`src/rtl/ring_osc_cal_ctrl_if.sv`:
```
// ring_osc_cal_ctrl_if: control/status bundle between a calibration host and the ring-oscillator calibration controller
interface ring_osc_cal_ctrl_if;
   logic        cal_start_i;
   logic        auto_en_i;
   logic [15:0] period_i;
   logic [15:0] cal_val_i;
   logic        meas_en_o;
   logic [2:0]  div_sel_o;
   logic [15:0] cal_val_o;
   logic        busy_o;
   logic        done_o;
   logic        err_o;
   modport master (
      output cal_start_i, auto_en_i, period_i, cal_val_i,
      input  meas_en_o, div_sel_o, cal_val_o, busy_o, done_o, err_o
   );
   modport slave (
      input  cal_start_i, auto_en_i, period_i, cal_val_i,
      output meas_en_o, div_sel_o, cal_val_o, busy_o, done_o, err_o
   );
endinterface

```
`src/rtl/ring_osc_cal_ctrl.sv`:
```
// ring_osc_cal_ctrl: measures a ring-oscillator count against the 32 kHz reference and picks its divider
module ring_osc_cal_ctrl #(
   parameter int          MEAS_CYCLES = 10,
   parameter logic [15:0] MIN_VALID   = 16'd128,
   parameter logic [15:0] TH5         = 16'd1580,
   parameter logic [15:0] TH6         = 16'd1976,
   parameter logic [15:0] TH7         = 16'd2380,
   parameter logic [15:0] TH8         = 16'd2772
) (
   input logic                clk_32khz_i,
   input logic                reset_i,
   ring_osc_cal_ctrl_if.slave cal
);
   typedef enum logic [2:0] {IDLE, ARM, SAMPLE, CHECK, DECIDE, RELEASE} state_t;
   state_t      state, state_nxt;
   logic [7:0]  tmr;
   logic [15:0] cap_a, auto_cnt;
   logic [1:0]  retry_cnt;
   logic        fail, match, auto_on, auto_tick, trig, reject;
   logic [2:0]  div_calc;
   assign auto_on   = cal.auto_en_i && cal.period_i != 16'd0;
   assign auto_tick = auto_on && state == IDLE && auto_cnt == cal.period_i - 16'd1;
   assign trig      = state == IDLE && (cal.cal_start_i || auto_tick);
   assign match     = cal.cal_val_i == cap_a;
   assign reject    = fail || cap_a < MIN_VALID;
   assign div_calc  = cap_a < TH5 ? 3'b011 : cap_a < TH6 ? 3'b100 : cap_a < TH7 ? 3'b101 :
                      cap_a < TH8 ? 3'b110 : 3'b111;
   assign cal.busy_o = state != IDLE;
   // state register
   always_ff @(posedge clk_32khz_i or posedge reset_i)
      if (reset_i) state <= IDLE;
      else state <= state_nxt;
   // next-state: ARM and RELEASE dwell on tmr, CHECK gives up after the third retry
   always_comb begin
      state_nxt = state;
      case (state)
         IDLE:    state_nxt = trig ? ARM : IDLE;
         ARM:     state_nxt = tmr == 8'(MEAS_CYCLES - 1) ? SAMPLE : ARM;
         SAMPLE:  state_nxt = CHECK;
         CHECK:   state_nxt = (match || retry_cnt == 2'd3) ? DECIDE : SAMPLE;
         DECIDE:  state_nxt = RELEASE;
         RELEASE: state_nxt = tmr == 8'd1 ? IDLE : RELEASE;
         default: state_nxt = IDLE;
      endcase
   end
   // datapath: dwell timer, capture/compare, registered outputs and the auto-recalibration timer
   always_ff @(posedge clk_32khz_i or posedge reset_i)
      if (reset_i) begin
         tmr           <= '0;
         cap_a         <= '0;
         retry_cnt     <= '0;
         fail          <= 1'b0;
         auto_cnt      <= '0;
         cal.meas_en_o <= 1'b0;
         cal.done_o    <= 1'b0;
         cal.err_o     <= 1'b0;
         cal.div_sel_o <= 3'b111;
         cal.cal_val_o <= '0;
      end else begin
         tmr           <= state_nxt != state ? 8'd0 : tmr + 8'd1;
         cap_a         <= state == SAMPLE ? cal.cal_val_i : cap_a;
         retry_cnt     <= state == RELEASE ? 2'd0 : (state == CHECK && !match) ? retry_cnt + 2'd1 : retry_cnt;
         fail          <= state == CHECK ? (!match && retry_cnt == 2'd3) : fail;
         auto_cnt      <= (cal.busy_o || !auto_on || auto_tick) ? 16'd0 : auto_cnt + 16'd1;
         cal.meas_en_o <= state_nxt inside {ARM, SAMPLE, CHECK};
         cal.done_o    <= state == DECIDE;
         cal.err_o     <= state == DECIDE ? reject : cal.err_o;
         cal.div_sel_o <= (state == DECIDE && !reject) ? div_calc : cal.div_sel_o;
         cal.cal_val_o <= (state == DECIDE && !reject) ? cap_a : cal.cal_val_o;
      end
endmodule
```
`src/flat_wrapper.sv`:
```
// flat-port wrapper written by rule: the top's interface ports become plain ports
module ring_osc_cal_ctrl_flat 
#(
   parameter int          MEAS_CYCLES = 10,
   parameter logic [15:0] MIN_VALID   = 16'd128,
   parameter logic [15:0] TH5         = 16'd1580,
   parameter logic [15:0] TH6         = 16'd1976,
   parameter logic [15:0] TH7         = 16'd2380,
   parameter logic [15:0] TH8         = 16'd2772
)
  (clk_32khz_i, reset_i, cal_cal_start_i, cal_auto_en_i, cal_period_i, cal_cal_val_i, cal_meas_en_o, cal_div_sel_o, cal_cal_val_o, cal_busy_o, cal_done_o, cal_err_o);
  ring_osc_cal_ctrl_if cal_i ();
  input logic clk_32khz_i;
  input logic reset_i;
  input wire logic [$bits(cal_i.cal_start_i)-1:0] cal_cal_start_i;
  input wire logic [$bits(cal_i.auto_en_i)-1:0] cal_auto_en_i;
  input wire logic [$bits(cal_i.period_i)-1:0] cal_period_i;
  input wire logic [$bits(cal_i.cal_val_i)-1:0] cal_cal_val_i;
  output wire logic [$bits(cal_i.meas_en_o)-1:0] cal_meas_en_o;
  output wire logic [$bits(cal_i.div_sel_o)-1:0] cal_div_sel_o;
  output wire logic [$bits(cal_i.cal_val_o)-1:0] cal_cal_val_o;
  output wire logic [$bits(cal_i.busy_o)-1:0] cal_busy_o;
  output wire logic [$bits(cal_i.done_o)-1:0] cal_done_o;
  output wire logic [$bits(cal_i.err_o)-1:0] cal_err_o;
  assign cal_i.cal_start_i = cal_cal_start_i;
  assign cal_i.auto_en_i = cal_auto_en_i;
  assign cal_i.period_i = cal_period_i;
  assign cal_i.cal_val_i = cal_cal_val_i;
  assign cal_meas_en_o = cal_i.meas_en_o;
  assign cal_div_sel_o = cal_i.div_sel_o;
  assign cal_cal_val_o = cal_i.cal_val_o;
  assign cal_busy_o = cal_i.busy_o;
  assign cal_done_o = cal_i.done_o;
  assign cal_err_o = cal_i.err_o;
  ring_osc_cal_ctrl #(.MEAS_CYCLES(MEAS_CYCLES), .MIN_VALID(MIN_VALID), .TH5(TH5), .TH6(TH6), .TH7(TH7), .TH8(TH8)) u_core (.clk_32khz_i(clk_32khz_i), .reset_i(reset_i), .cal(cal_i));
endmodule
```
`config.mk`:
```
export PLATFORM = sky130hd
export DESIGN_NAME = ring_osc_cal_ctrl_flat
export DESIGN_NICKNAME = d
export VERILOG_FILES = /design/src/rtl/ring_osc_cal_ctrl_if.sv /design/src/rtl/ring_osc_cal_ctrl.sv /design/src/flat_wrapper.sv
export SDC_FILE = /design/constraint.sdc
export NUM_CORES = 1
export LEC_CHECK = 0
export BUFFER_PORTS_ARGS = -buffer_cell sky130_fd_sc_hd__buf_2
export CAP_MARGIN = 20
export CORE_MARGIN = 10
export CORE_UTILIZATION = 40
export CTS_CLUSTER_SIZE = 30
export DETAILED_ROUTE_END_ITERATION = 7
export GPL_ROUTABILITY_DRIVEN = 0
export GPL_TIMING_DRIVEN = 0
export PLACE_DENSITY = 0.65
export SETUP_SLACK_MARGIN = 0.5
export SLEW_MARGIN = 20
export SYNTH_ARGS = -nofsm -noshare
export SYNTH_HDL_FRONTEND = slang
export SYNTH_SLANG_ARGS = --single-unit
```
`constraint.sdc`:
```
create_clock -name clk_32khz_i -period 2.6 [get_ports clk_32khz_i]
set_clock_uncertainty 0.1 [all_clocks]
set_input_delay 0.39 -clock clk_32khz_i [delete_from_list [all_inputs] [get_ports clk_32khz_i]]
set_output_delay 0.39 -clock clk_32khz_i [all_outputs]
set_load 0.05 [all_outputs]
```
Yosys cells after proc, flatten, opt, wreduce, memory -nomap -nowiden
Index checks and enable logic that the tools add are counted.
Word-level totals
  output and inout bits: 23
  bits in registers: 68
  word-level logic and storage cells: 67
Cells by class
  add/sub/neg operators: 4
  reductions and logical operators: 20
  equal/unequal tests: 14
  mux-type cells: 13
  magnitude comparators: 5
Operators by type and width (count)
  == test 16 bit: 2
  less-than comparator 16 x 11 -> 1 bit (second input constant): 2
  less-than comparator 16 x 12 -> 1 bit (second input constant): 2
  one-hot mux 3 bit (6 select lines): 1
  adder 16 x 1 -> 16 bit (second input constant): 1
  less-than comparator 16 x 8 -> 1 bit (second input constant): 1
  two-way mux 16 bit: 1
  nonzero test 16 bit: 1
  subtractor 16 x 1 -> 16 bit (second input constant): 1
  two-way mux 3 bit: 5
  == test 3 x 2 -> 1 bit (second input constant): 4
  adder 8 x 1 -> 8 bit (second input constant): 1
  == test 8 x 1 -> 1 bit (second input constant): 1
  == test 8 x 4 -> 1 bit (second input constant): 1
  two-way mux 8 bit: 1
  logical AND 1 bit: 7
  == test 3 x 1 -> 1 bit (second input constant): 2
  == test 3 bit (second input constant): 2
  two-way mux 2 bit: 3
  nonzero test 3 bit: 2
  logical OR 1 bit: 5
  zero test 1 bit: 3
  zero test 3 bit: 1
  != test 3 bit: 1
  other kinds (4): 5

Longest topological paths before layout
Gate-level depths: netlist (run 1).
  depth in word-level cells: 10
  mapped depth: 9
  depth with buffers taken out: 8

Worst setup path after synthesis (run 1)
No wires, ideal clock.
  kind: input-to-reg
  start: input port cal_period_i[0]
  end: register u_core.auto_cnt[6]
  arrival time: 2463 ps
  buffers on the path: 1
  stages: 9
  path slack: -118 ps
  setup time: 155 ps
  cell sequence: inv_1 > ha_1 > or4b_1 > nor3_2 > mux2i_1 > nand4_2 > nor4_4 > buf_6 > nor3_1
On the way
  longest elaborated chain between the ends: 6
  elaborated cells on any way between the ends: 10
  classes of those cells: 1 x add/sub; 1 x eq/ne; 1 x mux; 7 x reduce/logical
RTL lines
  start, declared: line flat_wrapper.sv:17  | input wire logic [$bits(cal_i.period_i)-1:0] cal_period_i;
  branches (longest 4 deep; another with subtractor 16 x 1 -> 16 bit)
  logical OR 1 bit (*): line ring_osc_cal_ctrl.sv:64  | auto_cnt <= (cal.busy_o || !auto_on || auto_tick) ? 16'd0 : auto_cnt + 16'd1;
  two-way mux 16 bit (*): line ring_osc_cal_ctrl.sv:64
  end signal, assigned: line ring_osc_cal_ctrl.sv:64
  end, declared: line ring_osc_cal_ctrl.sv:17  | logic [15:0] cap_a, auto_cnt;
Every way passes the cells marked *.
A chain may end at the register's enable or synchronous reset.

Worst setup path after layout (run 1)
  start: input port cal_period_i[1]
  end: register u_core.cal.meas_en_o
On the way
  longest elaborated chain between the ends: 10
  elaborated cells on any way between the ends: 14
  classes of those cells: 1 x add/sub; 4 x eq/ne; 2 x mux; 7 x reduce/logical
RTL lines
  branches (longest 3 deep; another with subtractor 16 x 1 -> 16 bit)
  logical AND 1 bit (*): line ring_osc_cal_ctrl.sv:22  | assign auto_tick = auto_on && state == IDLE && auto_cnt == cal.period_i - 16'd1;
  logical OR 1 bit (*): line ring_osc_cal_ctrl.sv:23  | assign trig = state == IDLE && (cal.cal_start_i || auto_tick);
  logical AND 1 bit (*): line ring_osc_cal_ctrl.sv:23
  two-way mux 1 bit (*): line ring_osc_cal_ctrl.sv:37  | IDLE: state_nxt = trig ? ARM : IDLE;
  one-hot mux 3 bit (6 select lines) (*): line ring_osc_cal_ctrl.sv:36  | case (state)
  == test 3 x 1 -> 1 bit / == test 3 x 2 -> 1 bit (equally long branches): line ring_osc_cal_ctrl.sv:65  | cal.meas_en_o <= state_nxt inside {ARM, SAMPLE, CHECK};
  nonzero test 3 bit (*): line ring_osc_cal_ctrl.sv:65
  end signal, assigned: line ring_osc_cal_ctrl.sv:65
  end, declared: line ring_osc_cal_ctrl_if.sv:19  | output meas_en_o, div_sel_o, cal_val_o, busy_o, done_o, err_o
Marks and branches as above.

==> flow_metrics.tcl, run 1 <==
set metrics [dict create \
    hold_violations 0 \
    diodes 0 \
    yosysTopAreaCell "dfrtp_1" \
    final_antenna_net_count 0 \
    numPortBuffers 55 \
    netlist_instances 385 \
    cts_buffers 9 \
    cts_tree "done" \
    p_leak_uw 0.00228 \
    grt_pass1_vias 3250 \
    required_ns 2.78 \
    synth_top_area_share_pct 41.2 \
    power_uw 4310 \
    wl_um 10500 \
    synth-seq-cells 68 \
    routedWlPerCell_um 17.0 \
    yosysMostFrequentCell "dfrtp_1" \
    dieArea_sq_um 14200 \
    grt_pass1_wl_um 16300 \
    ys.flop_type "dfrtp_1" \
    preCtsSetupSlack_ns -0.453 \
    clk_pin_slew_ns 0.09 \
    finalCriticalPeriod_ns 2.37 \
    h-tree-depth 3 \
    worstPathArrival_ns 2.55 \
    area.growth.synth_to_final_pct 33.0 \
    hold_class "in2reg" \
    netlist_area_sq_um 3940 \
    drt_iter0_markers 131 \
    num_vias 3375 \
    setup_viol 0 \
    yosysWarningCount 0 \
    async_reset_ff_share_pct 100 \
    final_area_sq_um 5250 \
    die_x_um 119 \
    worst-path-max-fanout 4 \
    remaining_drc_errors 0 \
    vias_per_cell 5.45 \
    io_pins 59 \
    core_sq_um 9680 \
    antenna_found_initial 0 \
    syn_nets 427 \
    post-route-util_pct 54.2 \
    synth-seq-area-share_pct 43.2 \
    grt_max_degree 31 \
    cts_max_path_buffers 2 \
    reg2reg_depth 7 \
    slew_headroom_pct 49.0 \
    worst_slew_pin_slew_ns 0.765 \
    dr.pass1.iters 4 \
    layout-drive-gt1-share_pct 39.9 \
    synth-edff-count 0 \
    clk_latency_ns 0.35 \
    finalMaxSlewViolations 0 \
    fin_crit_sh_pct 91.1 \
    ys_types 61 \
    end_kind "flop" \
    grt_overflow 0 \
    ir_worst_vdd_v 0.000340 \
    syn_avg_cell_area_sq_um 10.2 \
    place_area_sq_um 4530 \
    fp-row-count 36 \
    cp-start-kind "input port" \
    setup_ws_ns 0.231 \
    hpwl_um 7350 \
    path_class "in2reg" \
    maxCapViolations 0 \
    worstHoldPathCells 2 \
    netlist_top_cells_count "dfrtp_1, nor3_1, xor2_1" \
    clock-sinks 68 \
    setup_tns_ns 0 \
    start_util_pct 40.7 \
    chipHeight_um 119 \
    synth_area_leaders "dfrtp_1, mux2_2, xor2_1, xnor2_1, nor3_1" \
    cts_root_buf "clkbuf_8" \
    track_usage_pct 13.9 \
    fmax_mhz 422 \
    rsz0062_at_grt "yes" \
    nNetsFinal 523 \
    powerDensity_nw_per_um2 822 \
    status "completed" \
]
per-stage QoR:
step                cells  hold slack, ns
finish                619           0.193
global route          619           0.181
CTS                   602           0.176
detailed placement    575           0.292
global placement      573           0.347
floorplan             385           0.348
path summary, 6_finish.rpt:
| check | start | end | slack (ns) |
|---|---|---|---|
| worst min-delay path | cal_cal_val_i[14] | u_core.cap_a[14] | 0.19 |
| worst max register to register | u_core.auto_cnt[2] | u_core.cal.meas_en_o | 0.31 |
| worst max-delay path | cal_period_i[1] | u_core.cal.meas_en_o | 0.23 |
| worst min register to register | u_core.cal.div_sel_o[1] | u_core.cal.div_sel_o[1] | 0.37 |
| max in group asynchronous | reset_i | u_core.cap_a[5] | 1.27 |
| min in group asynchronous | reset_i | u_core.cal.cal_val_o[12] | 0.45 |
power by group:
group	total (uW)	leakage, uW	internal, uW	switching (uW)
Combinational	1810	0.00130	749	1060
Clock	899	0.0000918	446	453
Sequential	1610	0.000888	1340	270
Total	4310	0.00228	2530	1780
critical path: stages:
cell and delay [ns]:
buf_12 0.11, inv_12 0.04, ha_4 0.11, or4b_4 0.50, nor3_4 0.26, mux2i_1 0.24
nand4_2 0.19, or4_4 0.55, a21oi_2 0.14
cells in the final DEF (no fill, tap or decap), types with 3 or more instances in the layout:
cell | netlist | routed
dfrtp_1 | 65 | 65
buf_2 | 2 | 54
xor2_1 | 34 | 34
nand2_1 | 22 | 22
mux2_2 | 30 | 21
xnor2_1 | 21 | 21
buf_4 | 0 | 21
nor3_2 | 2 | 18
inv_1 | 20 | 17
nor2_1 | 14 | 14
nand4_1 | 13 | 13
nand3_1 | 13 | 12
o21ai_0 | 13 | 11
nor3_1 | 35 | 11
mux2_4 | 0 | 9
clkbuf_8 | 0 | 9
nor3_4 | 0 | 8
clkbuf_2 | 0 | 7
nor4_1 | 8 | 7
a21oi_1 | 7 | 7
buf_6 | 2 | 7
ha_1 | 6 | 5
nor2b_1 | 4 | 4
clkinvlp_4 | 0 | 4
buf_12 | 0 | 4
or4_4 | 1 | 3
clkbuf_1 | 11 | 3
a21o_1 | 3 | 3
buf_8 | 0 | 3
nor4_4 | 3 | 3
and3_1 | 3 | 3
dfstp_2 | 3 | 3
logic make-up after synthesis:
logic type / share of synthesized area (%)
AOI/OAI and AO/OA: 9.80
muxes: 9.07
and+or+nand+nor: 20.0
adders and majority gates: 1.90
DFF: 43.2
xor gates and xnor gates: 12.2
buffers and inverters: 3.78
what timing repair did:
item                                   4_1_cts  5_1_grt
setup endpoints to repair                   62       52
endpoints found under the hold margin       14        0
setup buffers                                9       16
hold buffers                                 1        0
cloned                                       1        1
resized for setup                           30       43
pin swaps                                    7       12
flip-flops by register name, indices dropped and copies added (netlist names):
name and cells:
u_core.tmr 8, u_core.fail 1, u_core.cal.done_o 1, u_core.cap_a 16, u_core.cal.err_o 1, u_core.state 3, u_core.retry_cnt 2, u_core.cal.cal_val_o 16
u_core.auto_cnt 16, u_core.cal.div_sel_o 3, u_core.cal.meas_en_o 1
area by class of cell:
cell class	instances	area [sq um]
Multi-Input combinational cell	282	2380
Fill cell	879	4440
Tap cell	133	166
Buffer	15	104
Inverter	20	104
Clock inverter	7	75.1
Sequential cell	68	1710
Timing Repair Buffer	85	584
Clock buffer	9	124
metal layers:
layer  wire (um)  vias to the layer above  track usage, %
met4         208                        0            4.90
met2        5000                      103            21.7
met5           0                        -               0
li1            -                     1586               -
met3         576                       16            4.02
met1        4740                     1670            18.1
No activity file was read; power rests on OpenSTA's default activity.
==> run 2: changes to the inputs <==
--- a/config.mk
+++ b/config.mk
@@ -5,7 +5,7 @@
 export SDC_FILE = /design/constraint.sdc
 export NUM_CORES = 1
 export LEC_CHECK = 0
-export BUFFER_PORTS_ARGS = -buffer_cell sky130_fd_sc_hd__buf_2
+export BUFFER_PORTS_ARGS = -buffer_cell sky130_fd_sc_hd__clkbuf_2
 export CAP_MARGIN = 20
 export CORE_MARGIN = 10
 export CORE_UTILIZATION = 40
==> constraint.sdc (replaced) <==
create_clock -name clk_32khz_i -period 2.67 [get_ports clk_32khz_i]
set_clock_uncertainty 0.1 [all_clocks]
set_input_delay 0.4005 -clock clk_32khz_i [delete_from_list [all_inputs] [get_ports clk_32khz_i]]
set_output_delay 0.4005 -clock clk_32khz_i [all_outputs]
set_load 0.05 [all_outputs]
==> flow_metrics.tcl, run 2 (same netlist as run 1, synthesis figures left out) <==
set metrics [dict create \
    core_sq_um 9680 \
    cts_root_buf "clkbuf_8" \
    ir_worst_vdd_v 0.000406 \
    clk_latency_ns 0.35 \
    remaining_drc_errors 0 \
    internal_power_uw 2470 \
    final_area_sq_um 5240 \
    finalCriticalPeriod_ns 2.41 \
    pwr-share-clk_pct 22.1 \
    die_x_um 119 \
    p_sw_share_pct 40.0 \
    hold_violations 0 \
    grt_pass1_wl_um 16300 \
    fmax_mhz 416 \
    diodes 0 \
    p_leak_uw 0.00229 \
    hold_path_end "u_core.cap_a[4]" \
    antenna_found_initial 0 \
    numPortBuffers 55 \
    reg_top3 "u_core.auto_cnt (16), u_core.cal.cal_val_o (16), u_core.cap_a (16)" \
    hold_class "in2reg" \
    reg2reg_depth 7 \
    area.growth.synth_to_final_pct 32.7 \
    cts_max_path_buffers 2 \
    cp-start-kind "input port" \
    setup_viol 0 \
    fp-row-count 36 \
    r2r-end "u_core.cal.meas_en_o" \
    dieArea_sq_um 14200 \
    cts_tree "done" \
    num_vias 3305 \
    hpwl_um 7270 \
    p_comb_share_pct 39.6 \
    nNetsFinal 523 \
    power_uw 4110 \
    vias_per_cell 5.34 \
    layout_common_cells "dfrtp_1, clkbuf_2, xor2_1" \
    path_class "in2reg" \
    worst-path-max-fanout 3 \
    hold_start "cal_cal_val_i[4]" \
    powerDensity_nw_per_um2 785 \
    grt_max_degree 28 \
    layout-drive-gt1-share_pct 38.7 \
    finalMaxSlewViolations 0 \
    worstHoldPathCells 2 \
    required_ns 2.85 \
    grt_overflow 0 \
    io_pins 59 \
    slew_headroom_pct 32.4 \
    end_kind "flop" \
    drt_iter0_markers 203 \
    routedWlPerCell_um 16.3 \
    maxCapViolations 0 \
    rrSetupSlack_ns 0.37 \
    final_antenna_net_count 0 \
    whs_ns 0.213 \
    place_area_sq_um 4540 \
    track_usage_pct 13.9 \
    chipHeight_um 119 \
    cts_buffers 9 \
    h-tree-depth 3 \
    layout_commonest_cell "dfrtp_1" \
    clk_pin_slew_ns 0.08 \
    wl_um 10100 \
    start_util_pct 40.7 \
    clock-sinks 68 \
    netSwitchingPower_uw 1640 \
    rsz0062_at_grt "yes" \
    status "completed" \
    reg2reg_from "u_core.auto_cnt[2]" \
    fin_crit_sh_pct 90.1 \
    worst_slew_pin_slew_ns 1.01 \
    grt_pass1_vias 3257 \
    worstPathArrival_ns 2.59 \
    power_frac_seq_pct 38.3 \
    dr.pass1.iters 4 \
]
[run 2: cell types whose count changed in the layout (fill, tap and decap cells not counted), sizes merged]
cell / previous run / this run
buf: 89 / 34
clkinv: 3 / 2
clkbuf: 19 / 78
clkinvlp: 4 / 1
[run 2: critical path: stages]
cell,delay (ns)
clkbuf_16,0.13
inv_6,0.05
ha_4,0.12
or4b_4,0.50
nor3_4,0.24
mux2i_1,0.24
nand4_2,0.19
or4_4,0.58
a21oi_2,0.13
[run 2: area by class of cell]
class / instances / area, sq um
Fill cell: 858 / 4450
Multi-Input combinational cell: 282 / 2350
Sequential cell: 68 / 1710
Timing Repair Buffer: 85 / 606
Clock buffer: 13 / 169
Tap cell: 133 / 166
Buffer: 15 / 98.8
Inverter: 20 / 96.3
Clock inverter: 3 / 43.8
[run 2: how the worst max path moves through the flow]
stage,startpoint,to,slack [ns],depth (start not counted)
6_report,cal_period_i[0],u_core.cal.meas_en_o,0.26,9
5_1_grt,cal_period_i[1],u_core.cal.meas_en_o,0.19,9
4_1_cts,cal_period_i[0],u_core.cal.meas_en_o,0.30,9
3_5_place_dp,cal_period_i[1],u_core.auto_cnt[6],-0.40,10
3_3_place_gp,cal_period_i[1],u_core.auto_cnt[6],-0.37,10
2_1_floorplan,cal_period_i[1],u_core.cal.meas_en_o,0.14,8
[run 2: per-stage QoR]
stage	setup WS, ns	util, %	TNS (ns)	std cells
global placement	-0.372	46.4	-7.06	573
detailed placement	-0.399	46.8	-7.86	575
floorplan	0.141	-	0	385
global route	0.194	54.1	0	619
CTS	0.299	51.7	0	605
finish	0.264	54.1	0	619
[run 2: metal layers]
layer	global-route usage (%)	routed length [um]	part of all wire, %	up-vias
met5	0	0	0	-
met4	5.35	178	1.8	0
met3	3.97	573	5.7	12
met2	21.4	4690	46	97
met1	18.1	4670	46	1607
li1	-	-	-	1589
[run 2: what timing repair did]
action,4_1_cts,5_1_grt
hold endpoints to repair,19,0
endpoints found under the setup margin,63,46
hold buffers,1,0
buffers inserted,12,13
pin swaps,10,11
cloned,1,1
gates resized for setup,28,37
[run 2: power by group through the flow]
stage / sequential, uW / clock (uW) / combinational, uW
2_1_floorplan: 1780 / 0 / 858
3_3_place_gp: 1570 / 0 / 1410
3_5_place_dp: 1580 / 0 / 1440
4_1_cts: 1560 / 930 / 1520
5_1_grt: 1620 / 979 / 1770
6_report: 1570 / 910 / 1630
==> run 3: changes to the inputs <==
--- a/config.mk
+++ b/config.mk
@@ -9,6 +9,7 @@
 export CAP_MARGIN = 20
 export CORE_MARGIN = 10
 export CORE_UTILIZATION = 40
+export CTS_BUF_LIST = sky130_fd_sc_hd__clkbuf_16
 export CTS_CLUSTER_SIZE = 30
 export DETAILED_ROUTE_END_ITERATION = 7
 export GPL_ROUTABILITY_DRIVEN = 0
==> flow_metrics.tcl, run 3 (same netlist as run 1, synthesis figures left out) <==
set metrics [dict create \
    p_comb_share_pct 36.5 \
    p_leak_uw 0.00224 \
    drt_iter0_markers 228 \
    power_uw 4270 \
    grt_pass1_wl_um 16300 \
    io_pins 59 \
    remaining_drc_errors 0 \
    die_x_um 119 \
    post-route-util_pct 53.4 \
    fin_crit_sh_pct 89.9 \
    start_util_pct 40.7 \
    dieArea_sq_um 14200 \
    required_ns 2.76 \
    final_antenna_net_count 0 \
    reg_top3 "u_core.auto_cnt (16), u_core.cal.cal_val_o (16), u_core.cap_a (16)" \
    cts_tree "done" \
    layout-drive-gt1-share_pct 35.9 \
    grt_max_degree 28 \
    worst_slew_pin_slew_ns 0.697 \
    worstPathArrival_ns 2.49 \
    core_sq_um 9680 \
    grt_pass1_vias 3225 \
    numPlacedInstances 575 \
    fp-row-count 36 \
    cp-start-kind "input port" \
    status "completed" \
    diodes 0 \
    hold_class "in2async" \
    layout_common_cells "dfrtp_1, clkbuf_2, xor2_1" \
    nNetsFinal 516 \
    clock-sinks 68 \
    finalMaxSlewViolations 0 \
    power_frac_seq_pct 36.7 \
    setup_viol 0 \
    powerDensity_nw_per_um2 826 \
    path_class "in2reg" \
    layoutNonFillerInstCount 612 \
    layout_commonest_cell "dfrtp_1" \
    postCtsHoldBufs 0 \
    chipHeight_um 119 \
    grt_overflow 0 \
    area.growth.synth_to_final_pct 31.2 \
    vias_per_cell 5.32 \
    final_area_sq_um 5170 \
    wl_um 10100 \
    p_sw_share_pct 38.4 \
    track_usage_pct 13.9 \
    maxCapViolations 0 \
    fillCellCount 861 \
    place_area_sq_um 4540 \
    num_vias 3253 \
    pwr-share-clk_pct 26.8 \
    dr.pass1.iters 4 \
    clk_pin_slew_ns 0.06 \
    end_kind "flop" \
    slew_headroom_pct 53.6 \
    cts_buffers 9 \
    netSwitchingPower_uw 1640 \
    clk_latency_ns 0.33 \
    hpwl_um 7270 \
    cts_root_buf "clkbuf_16" \
    cts_max_path_buffers 2 \
    internal_power_uw 2630 \
    worst-path-max-fanout 5 \
    rsz0062_at_grt "yes" \
    numPortBuffers 55 \
    ir_worst_vdd_v 0.000445 \
    finalCriticalPeriod_ns 2.40 \
    antenna_found_initial 0 \
    setup_tns_ns 0 \
    hold_violations 0 \
    fmax_mhz 417 \
    h-tree-depth 3 \
    routedWlPerCell_um 16.4 \
]
==> run 3: cell types whose count changed in the layout (fill, tap and decap cells not counted), sizes merged <==
cell and change:
buf -7, clkbuf -3, clkinv +3, dlygate4sd3 -1
inv +1
==> run 3: layout make-up <==
type	instances	area, sq um	area share, %
sequential	68	1710	33.0
inverter	20	96.3	1.86
tap	133	166	3.22
clock buffer	9	225	4.35
multi-input combinational	282	2280	44.1
clock inverter	7	58.8	1.14
buffer	15	101	1.96
timing repair buffer	78	539	10.4
==> run 3: path summary, 6_finish.rpt <==
kind,start,end,slack [ns],cells after the start
worst min-delay path,reset_i,u_core.cal.done_o,0.006,2
worst max-delay path,cal_period_i[0],u_core.auto_cnt[14],0.27,12
worst max register to register,u_core.auto_cnt[2],u_core.cal.meas_en_o,0.36,7
max in group asynchronous,reset_i,u_core.cal.div_sel_o[0],1.93,3
worst min register to register,u_core.cal.div_sel_o[2],u_core.cal.div_sel_o[2],0.35,2
min in group clk_32khz_i,cal_cal_val_i[4],u_core.cap_a[4],0.24,2
==> run 3: critical path: stages <==
cell	delay (ns)
clkbuf_16	0.13
inv_6	0.05
ha_4	0.12
or4b_4	0.50
nor3_4	0.23
mux2i_1	0.24
nand4_2	0.16
buf_6	0.15
nor4_4	0.12
buf_4	0.19
buf_8	0.15
nor3_4	0.04
==> run 3: timing repair <==
item,CTS,global route
buffers inserted,11,9
pin swaps,10,4
setup endpoints to repair,62,43
hold endpoints to repair,0,0
resized for setup,27,17
gates cloned,1,0
==> run 3: stage by stage <==
stage / hold WS, ns / setup slack, ns
final: 0.00572 / 0.270
after global routing: 0.0407 / 0.193
after CTS: 0.0147 / 0.276
after detailed placement: 0.349 / -0.399
after global placement: 0.349 / -0.372
after floorplan: 0.348 / 0.141
==> run 3: layer usage <==
| metal | track usage, % | vias up | wire, um |
|---|---|---|---|
| met3 | 3.92 | 11 | 663 |
| met4 | 5.05 | 0 | 167 |
| li1 | - | 1573 | - |
| met2 | 21.7 | 103 | 4650 |
| met1 | 18.0 | 1566 | 4580 |
| met5 | 0 | - | 0 |
==> run 3: power by group through the flow <==
stage	combinational, uW	sequential (uW)	clock [uW]
5_1_grt	1700	1610	1220
6_report	1560	1570	1140
3_3_place_gp	1410	1570	0
4_1_cts	1510	1570	1170
3_5_place_dp	1440	1580	0
2_1_floorplan	858	1780	0
